File: config.mk
export PLATFORM = sky130hd
export DESIGN_NAME = cla_seq_adder
export DESIGN_NICKNAME = d
export VERILOG_FILES = /design/src/rtl/cla_pkg.sv /design/src/rtl/cla_carry_unit.sv /design/src/rtl/cla_seq_adder.sv
export SDC_FILE = /design/constraint.sdc
export NUM_CORES = 1
export LEC_CHECK = 0
export CAP_MARGIN = 20
export CORE_ASPECT_RATIO = 1.75
export CORE_MARGIN = 4
export CORE_UTILIZATION = 55
export CTS_CLUSTER_DIAMETER = 60
export CTS_CLUSTER_SIZE = 14
export DETAILED_ROUTE_END_ITERATION = 10
export PLACE_DENSITY = 0.9
export SLEW_MARGIN = 20
export SYNTH_ARGS = -nofsm -noshare
export SYNTH_HDL_FRONTEND = slang
export SYNTH_SLANG_ARGS = --single-unit
File: constraint.sdc
create_clock -name clk -period 6.4 [get_ports clk]
set_input_delay 1.28 -clock clk [delete_from_list [all_inputs] [get_ports clk]]
set_output_delay 1.28 -clock clk [all_outputs]
set_load 0.01 [all_outputs]
File: src/rtl/cla_pkg.sv
// Shared definitions for the sequential carry-lookahead adder:
// FSM state encoding, default geometry and chunk-index sizing.
package cla_pkg;

  typedef enum logic [1:0] {
    StIdle = 2'd0,
    StRun  = 2'd1,
    StDone = 2'd2
  } state_e;

  localparam int unsigned DefaultWidth = 32;
  localparam int unsigned DefaultChunk = 4;

  // Width of the chunk index; at least one bit even when there is a single chunk.
  function automatic int unsigned idx_width(input int unsigned n_chunks);
    return (n_chunks > 1) ? $clog2(n_chunks) : 1;
  endfunction

endpackage

File: src/rtl/cla_carry_unit.sv
// Combinational lookahead carry unit for one CHUNK-bit group.
// Every carry is a flat sum-of-products of p, g and the group carry-in,
// so no carry depends on another carry of the same group.
module cla_carry_unit
  import cla_pkg::*;
#(
  parameter int unsigned CHUNK = DefaultChunk
) (
  input  logic [CHUNK-1:0] p,
  input  logic [CHUNK-1:0] g,
  input  logic             ci,
  output logic [CHUNK:0]   c,
  output logic             grp_p,
  output logic             grp_g
);

  // Carry out of bit j: OR over i<=j of g[i]&p[i+1..j], plus ci&p[0..j].
  function automatic logic carry_term(input logic [CHUNK-1:0] pv,
                                      input logic [CHUNK-1:0] gv,
                                      input logic             cin_v,
                                      input int               j);
    logic acc;
    logic term;
    acc = 1'b0;
    for (int i = 0; i < CHUNK; i++) begin
      if (i <= j) begin
        term = gv[i];
        for (int m = 0; m < CHUNK; m++) begin
          if ((m > i) && (m <= j)) term = term & pv[m];
        end
        acc = acc | term;
      end
    end
    term = cin_v;
    for (int m = 0; m < CHUNK; m++) begin
      if (m <= j) term = term & pv[m];
    end
    return acc | term;
  endfunction

  assign c[0] = ci;

  for (genvar j = 0; j < CHUNK; j++) begin : g_carry
    assign c[j+1] = carry_term(p, g, ci, j);
  end

  assign grp_p = &p;
  assign grp_g = carry_term(p, g, 1'b0, CHUNK - 1);

endmodule

File: src/rtl/cla_seq_adder.sv
// Multi-cycle carry-lookahead adder: latches A, B and cin, resolves CHUNK
// bits per cycle through one lookahead carry unit, then holds sum/cout
// until the consumer takes them.
// Optional feature: define OVERFLOW_EN to add the registered signed
// overflow output ovf.
module cla_seq_adder
  import cla_pkg::*;
#(
  parameter int unsigned WIDTH = DefaultWidth,
  parameter int unsigned CHUNK = DefaultChunk
) (
  input  logic             clk,
  input  logic             rst_n,
  input  logic             in_valid,
  output logic             in_ready,
  input  logic [WIDTH-1:0] a,
  input  logic [WIDTH-1:0] b,
  input  logic             cin,
  output logic             out_valid,
  input  logic             out_ready,
  output logic [WIDTH-1:0] sum,
  output logic             cout
`ifdef OVERFLOW_EN
  ,
  output logic             ovf
`endif
);

  localparam int unsigned NChunks = (CHUNK == 0) ? 1 : WIDTH / CHUNK;
  localparam int unsigned KW      = idx_width(NChunks);
  localparam logic [KW-1:0] LastK = KW'(NChunks - 1);

  if ((CHUNK == 0) || ((WIDTH % CHUNK) != 0)) begin : g_param_check
    $error("cla_seq_adder: WIDTH must be a non-zero multiple of CHUNK");
  end

  state_e           state_q, state_d;
  logic [WIDTH-1:0] a_q, a_d;
  logic [WIDTH-1:0] b_q, b_d;
  logic [WIDTH-1:0] sum_q, sum_d;
  logic             carry_q, carry_d;
  logic             cout_q, cout_d;
  logic [KW-1:0]    k_q, k_d;

  logic [CHUNK-1:0] a_chunk, b_chunk;
  logic [CHUNK-1:0] p_chunk, g_chunk, s_chunk;
  logic [CHUNK:0]   c_chunk;
  logic             grp_p, grp_g;
  logic             chunk_cout;

  // Select the operand bits of the chunk currently being resolved.
  always_comb begin
    a_chunk = '0;
    b_chunk = '0;
    for (int i = 0; i < NChunks; i++) begin
      if (k_q == KW'(i)) begin
        a_chunk = a_q[i*CHUNK +: CHUNK];
        b_chunk = b_q[i*CHUNK +: CHUNK];
      end
    end
  end

  // Per-bit full-adder cells: propagate, generate and sum.
  for (genvar j = 0; j < CHUNK; j++) begin : g_cell
    assign p_chunk[j] = a_chunk[j] | b_chunk[j];
    assign g_chunk[j] = a_chunk[j] & b_chunk[j];
    assign s_chunk[j] = a_chunk[j] ^ b_chunk[j] ^ c_chunk[j];
  end

  cla_carry_unit #(
    .CHUNK(CHUNK)
  ) u_carry (
    .p    (p_chunk),
    .g    (g_chunk),
    .ci   (carry_q),
    .c    (c_chunk),
    .grp_p(grp_p),
    .grp_g(grp_g)
  );

  // Group carry-out formed from the group signals rather than the last carry.
  assign chunk_cout = grp_g | (grp_p & carry_q);

`ifdef OVERFLOW_EN
  logic ovf_q, ovf_d;
  logic unused_c_top;
  assign unused_c_top = c_chunk[CHUNK];
`else
  logic unused_c_top;
  assign unused_c_top = c_chunk[CHUNK];
`endif

  // Next-state logic: accept in IDLE, one chunk per RUN cycle, hold in DONE.
  always_comb begin
    state_d = state_q;
    a_d     = a_q;
    b_d     = b_q;
    sum_d   = sum_q;
    carry_d = carry_q;
    cout_d  = cout_q;
    k_d     = k_q;
`ifdef OVERFLOW_EN
    ovf_d   = ovf_q;
`endif
    unique case (state_q)
      StIdle: begin
        if (in_valid) begin
          a_d     = a;
          b_d     = b;
          carry_d = cin;
          k_d     = '0;
          state_d = StRun;
        end
      end
      StRun: begin
        for (int i = 0; i < NChunks; i++) begin
          if (k_q == KW'(i)) sum_d[i*CHUNK +: CHUNK] = s_chunk;
        end
        carry_d = chunk_cout;
        k_d     = k_q + 1'b1;
        if (k_q == LastK) begin
          cout_d  = chunk_cout;
`ifdef OVERFLOW_EN
          ovf_d   = c_chunk[CHUNK-1] ^ chunk_cout;
`endif
          k_d     = '0;
          state_d = StDone;
        end
      end
      StDone: begin
        if (out_ready) state_d = StIdle;
      end
      default: state_d = StIdle;
    endcase
  end

  // State and datapath registers; reset discards any partial result.
  always_ff @(posedge clk or negedge rst_n) begin
    if (!rst_n) begin
      state_q <= StIdle;
      a_q     <= '0;
      b_q     <= '0;
      sum_q   <= '0;
      carry_q <= 1'b0;
      cout_q  <= 1'b0;
      k_q     <= '0;
    end else begin
      state_q <= state_d;
      a_q     <= a_d;
      b_q     <= b_d;
      sum_q   <= sum_d;
      carry_q <= carry_d;
      cout_q  <= cout_d;
      k_q     <= k_d;
    end
  end

`ifdef OVERFLOW_EN
  // Overflow flag register, captured with cout on the final chunk.
  always_ff @(posedge clk or negedge rst_n) begin
    if (!rst_n) ovf_q <= 1'b0;
    else        ovf_q <= ovf_d;
  end
  assign ovf = ovf_q;
`endif

  assign in_ready  = (state_q == StIdle);
  assign out_valid = (state_q == StDone);
  assign sum       = sum_q;
  assign cout      = cout_q;

endmodule

### After elaboration in Yosys (flattened, before gate mapping)

Index checks and enable logic that the tools add are counted.

| word-level totals | value |
|---|---|
| register bits after elaboration | 103 |
| input port bits | 69 |
| output and inout bits | 35 |
| logic and storage cells | 103 |

| operators by class | value |
|---|---|
| add/subtract/negate cells | 1 |
| equal/unequal tests | 12 |
| multiplexer cells | 25 |
| bitwise logic cells | 36 |
| reductions and logical operators | 15 |

Operators by type and width:

| operator | count |
|---|---|
| 4-bit 2-to-1 mux | 16 |
| 2-bit AND reduction | 10 |
| 1-bit bitwise AND | 14 |
| 1-bit OR | 14 |
| 3-bit == test (second input constant) | 4 |
| 1-bit XOR | 8 |
| 3-bit by 2-bit == test with 1-bit output (second input constant) | 2 |
| 2-bit 2-to-1 mux | 3 |
| 3-bit 2-to-1 mux | 2 |
| 2-bit one-hot mux with 3 select lines | 1 |
| 3-bit one-hot mux with 2 select lines | 1 |
| 2-bit != test (second input constant) | 2 |
| 4-bit AND reduction | 1 |
| 3-bit by 1-bit adder with 3-bit output (second input constant) | 1 |
| 3-bit by 1-bit == test with 1-bit output (second input constant) | 1 |
| 3-bit zero test | 1 |
| 3-bit AND reduction | 1 |
| 2-bit by 1-bit == test with 1-bit output (second input constant) | 1 |
| 2-bit == test (second input constant) | 1 |
| 2-bit zero test | 1 |
| 2-bit by 1-bit != test with 1-bit output (second input constant) | 1 |
| 1-bit one-hot mux with 2 select lines | 1 |
| 2-bit nonzero test | 1 |
| 1-bit 2-to-1 mux | 1 |

### Logic depth before layout (Yosys ltp)

| logic depth | value |
|---|---|
| depth after elaboration | 18 |
| gate-level depth with buffers | 15 |
| gate-level depth less buffers | 11 |

### Modules after synthesis

From an unflattened synthesis, not the netlist that was laid out.

| second synthesis, totals | value |
|---|---|
| cell total of the unflattened synthesis | 561 |
| area total of the unflattened synthesis | 4,977.3 µm² |

By module, submodules not included:

| module | instances | cells an instance | area an instance (µm²) | sequential area each (µm²) |
|---|---|---|---|---|
| cla_seq_adder | 1 | 550 | 4,909.7 | 2,577.5 |
| cla_carry_unit | 1 | 11 | 67.6 | 0.0 |

### Worst setup path before layout

OpenSTA, ideal clock, no wires.

| timing path | value |
|---|---|
| kind | reg-to-reg |
| from | reg k_q[2] |
| to | reg sum_q[10], in the netlist sum[10] |
| setup time | 147 ps |
| arrival | 3,010 ps |
| required time | 6,253 ps |
| path slack | 3,242 ps |
| stages on the path, launching flop included | 15 |
| clock period less this slack | 3,158 ps |
| path through | dfrtp_1 -> buf_2 -> buf_2 -> inv_1 -> ha_1 -> buf_6 -> or2_4 -> a221o_1 -> a311oi_2 -> o21a_1 -> ha_1 -> nand2b_1 -> a21oi_1 -> nor3_1 -> o31ai_1 |

| on the way | value |
|---|---|
| word-level cells in the longest chain between the ends | 14 |

RTL lines:

| what | line | text |
|---|---|---|
| from (decl) | cla_seq_adder.sv:43 | `logic [KW-1:0] k_q, k_d;` |
| from (signal assigned) | cla_seq_adder.sv:154 | `k_q <= k_d;` |
| 3-bit zero test | cla_seq_adder.sv:56 | `if (k_q == KW'(i)) begin` |
| 4-bit 2-to-1 mux (8 in a row) | cla_seq_adder.sv:56 |  |
| 1-bit bitwise AND / 1-bit OR (equally long branches) | cla_seq_adder.sv:66, cla_seq_adder.sv:65 |  |
| 1-bit bitwise AND (on tied branches) | cla_carry_unit.sv:29, cla_carry_unit.sv:36 |  |
| 1-bit OR / 1-bit bitwise AND (equally long branches) | cla_carry_unit.sv:31, cla_carry_unit.sv:36 |  |
| 1-bit OR | cla_carry_unit.sv:38 | `return acc \| term;` |
| 1-bit XOR | cla_seq_adder.sv:67 | `assign s_chunk[j] = a_chunk[j] ^ b_chunk[j] ^ c_chunk[j];` |
| to (signal assigned) | cla_seq_adder.sv:151 | `sum_q <= sum_d;` |
| to (decl) | cla_seq_adder.sv:40 | `logic [WIDTH-1:0] sum_q, sum_d;` |

Parallel ways exist; a longest one is shown, timed or not.
A chain may end at the register's enable or synchronous reset.

### Final worst setup path

| timing path | value |
|---|---|
| from | reg k_q[2] |
| to | reg sum_q[18], in the netlist sum[18] |

The elaborated chain is that of the path after synthesis.

==> results.md <==
- Run status: finished, final reports clean
- Starting Density: 57.1%
- CTS tree: yes
- Slew @ Worst Pin: 971 ps
- Sink Count: 103
- Worst Path Buf+Inv: 1
- Vias: 4374
- DIE WIDTH: 80.2 um
- Worst path max stage delay: 960 ps
- Hold Fails Final Rpt: 0
- GP Congestion: 0.874
- Synth-to-layout area growth: 26.7%
- Nets@finish: 740
- Crit path time final: 4140 ps
- DR pass1 iterations: 5
- Hold Path Depth: 2
- Max transition margin: 35.3%
- DR DRC count: 0
- Dpl cells: 762
- Fin. max-slew vios: 0
- Hold/Removal Path Class: flip-flop to flip-flop
- Lkg Pwr: 0.00293 uW
- Power per Cell Area: 561 nW/um^2
- Final Util: 72.3%
- Max_cap viols: 0
- Vias per cell: 5.64
- Flop pwr share: 33.5%
- NetSw: 1550 uW
- Crit. End Element: flip-flop
- CP Depth: 11
- Number of buffers created by CTS: 9
- Cells resized by post-CTS repair: 0
- Synth Area per Inst: 8.79 um^2
- Vias in the first global route: 4404
- Clock transition at path regs: 60 ps
- Layout cells sized above 1: 4.55%
- Tcrit/Tclk final: 64.8%
- Top Ports: 104
- Post-Syn Nets: 654
- Post-DP HPWL: 9.70 mm
- CP Data Required Time: 6580 ps
- Fin area: 6350 um^2
- Port Buffer Count: 103
- Main synth FF type: dfrtp_1
- Placed Area: 6070 um^2
- Remaining antenna violation count: 0
- Setup CP Type: flip-flop to flip-flop
- Crit path cell chain: inv_1 -> ha_1 -> or2_4 -> a221o_1 -> a311oi_2 -> o21a_1 -> ha_1 -> nand2b_1 -> a21oi_1 -> nor3_1 -> o31ai_1
- Arr. time, crit path: 4330 ps
- Die area: 10800 um^2
- # rows: 45
- Yosys cell types: 41
- Cells after Synth: 570
- First-pass GRT wire length: 21.4 mm
- Seq/Total Area, Yosys: 51.4%
- Reg2Reg Depth: 11
- Antenna cells: 0
- Startpoint types: flip-flop
- Clock network latency to the later pin of the worst-skew pair: 350 ps
- Largest net degree at the start of global routing: 81
- CTS Hold Buffers Added: 0
- Drt initial violations: 329
- Clk root buf: clkbuf_16
- Combinational power share: 51.8%
- GR Overflow Total: 0
- Post-CTS Setup Inserts: 0
- CP max stage cell: dfrtp_1
- Peak VDD IR: 305 uV
- Final setup violation count: 0
- CP top delay family: simple AND/OR/NAND/NOR gates
- Initial antenna violation count: 0
- Cell occurring most often along the worst timing path: ha_1
- Core footprint: 8780 um^2
- Number of synthesis warnings: 0
- RSZ-0062 raised after global routing: false
- Average wire per standard cell: 16.9 um
- GRT Resource Usage Total: 26.0%
- Asr flop ratio synth: 100%
- EDFF count, synth: 0
- Clock group share of total power: 14.8%
- Yosys reg bits: 103
- CTS Buffer Depth: 2
- Syn Std Cell Area: 5010 um^2
- Maximum fanout along the worst path: 32
- Setup TNS: 0 ps
- Post-route insts no fill: 776
- Chip height: 134 um
- WL final: 13.1 mm
- Max Clock Skew: 8.17 ps
- Fin Hold WS: 475 ps
- Net Sw Frac: 43.4%
- Fillers: 678
- H-tree depth: 3
- F_max: 241 MHz
- Internal: 2020 uW
==> final timing paths <==
kind | from | to | slack, ps
setup reg to reg | k_q[2]$_DFFE_PN0P_ | sum[18]$_DFFE_PN0P_ | 2260
setup / recovery | k_q[2]$_DFFE_PN0P_ | sum[18]$_DFFE_PN0P_ | 2260
hold reg to reg | a_q[17]$_DFFE_PN0P_ | a_q[17]$_DFFE_PN0P_ | 480
min in group asynchronous | rst_n | sum[9]$_DFFE_PN0P_ | 820
max in group asynchronous | rst_n | a_q[12]$_DFFE_PN0P_ | 4290
hold / removal | a_q[17]$_DFFE_PN0P_ | a_q[17]$_DFFE_PN0P_ | 480
==> flip-flops by register name, indices dropped and copies added, names as in the netlist <==
signal and count:
a_q 32, b_q 32, carry_q 1, cout 1, k_q 3, state_q 2
sum 32
==> worst register-to-register path, delay by kind of cell, from the launching register on <==
family,cells,cell delay (ps)
buffers and inverters,1,150
AOI/OAI and AO/OA,5,1020
and+or+nand+nor,3,1220
DFF,1,960
adders and majority gates,2,620
==> cell families (layout without fill, tap and decap cells) <==
logic type | count (synthesis) | in the layout | synth area share [%]
flops | 103 | 103 | 51.4
xor+xnor | 1 | 1 | 0.175
simple gates | 277 | 277 | 23.5
compound gates | 124 | 124 | 16.6
buf+inv | 50 | 139 | 4.37
fa+ha+maj | 15 | 15 | 3.89
==> cells in the final DEF, fill, tap and decap left out, types with 6 or more instances in the layout <==
cell type,netlist,final
a21oi_1,22,22
clkbuf_16,0,9
clkdlybuf4s50_1,0,102
dfrtp_1,103,103
ha_1,14,14
inv_1,18,18
nand2_1,227,227
nand3b_1,8,8
nor2b_1,15,15
o21a_1,8,8
o21ai_0,37,37
o21ai_1,13,13
o31ai_1,10,10
o32ai_1,6,6
==> cells in the mapped netlist (2+ instances only) <==
library cell  number  area, um^2
nand2_1          227         852
o21ai_1           13        65.1
nor3b_1            4        30.0
nand3_1            5        25.0
a31oi_1            2        12.5
nand3b_1           8        60.1
o21a_1             8        60.1
a221oi_1           3        26.3
o21ai_0           37         185
nor2b_1           15        93.8
inv_1             18        67.6
dfrtp_1          103        2580
nand2b_1           5        31.3
clkbuf_1          12        45.0
a311oi_2           4        60.1
buf_2             19        95.1
or2_2              2        12.5
o31ai_1           10        75.1
a221o_1            4        40.0
o32ai_1            6        52.6
nor3b_2            2        25.0
a22o_1             2        17.5
a211oi_1           4        30.0
and3_1             4        25.0
ha_1              14         175
a21oi_1           22         110
nor2_1             3        11.3
==> power by group through the flow <==
stage / sequential [uW] / clock (uW) / combinational (uW)
4_1_cts: 1190 / 530 / 1840
3_5_place_dp: 1200 / 0 / 1830
6_report: 1190 / 526 / 1840
3_3_place_gp: 1180 / 0 / 1760
2_1_floorplan: 1150 / 0 / 1230
5_1_grt: 1230 / 555 / 2060
==> stage by stage <==
stage / power (uW) / worst slack, ps
final: 3560 / 2260
after floorplan: 2370 / 3240
after global routing: 3840 / 1910
after global placement: 2950 / 2620
after CTS: 3560 / 2340
after detailed placement: 3030 / 2370
==> per-layer routing <==
metal | up-vias | wire length, um | track usage, %
met5 | - | 0 | 0
met4 | 0 | 536 | 12.4
met3 | 38 | 603 | 4.37
met2 | 172 | 7360 | 47.6
met1 | 2097 | 4610 | 28.1
li1 | 2067 | - | -
==> final cells by class <==
class	instances	area, um^2	area share (%)
multi-input combinational	417	2220	35.0
inverter	18	67.6	1.06
tap	117	146	2.30
timing repair buffer	107	1060	16.7
sequential	103	2580	40.6
clock inverter	3	46.3	0.729
clock buffer	11	233	3.66
Note: power is estimated with default switching activity, not from simulation.
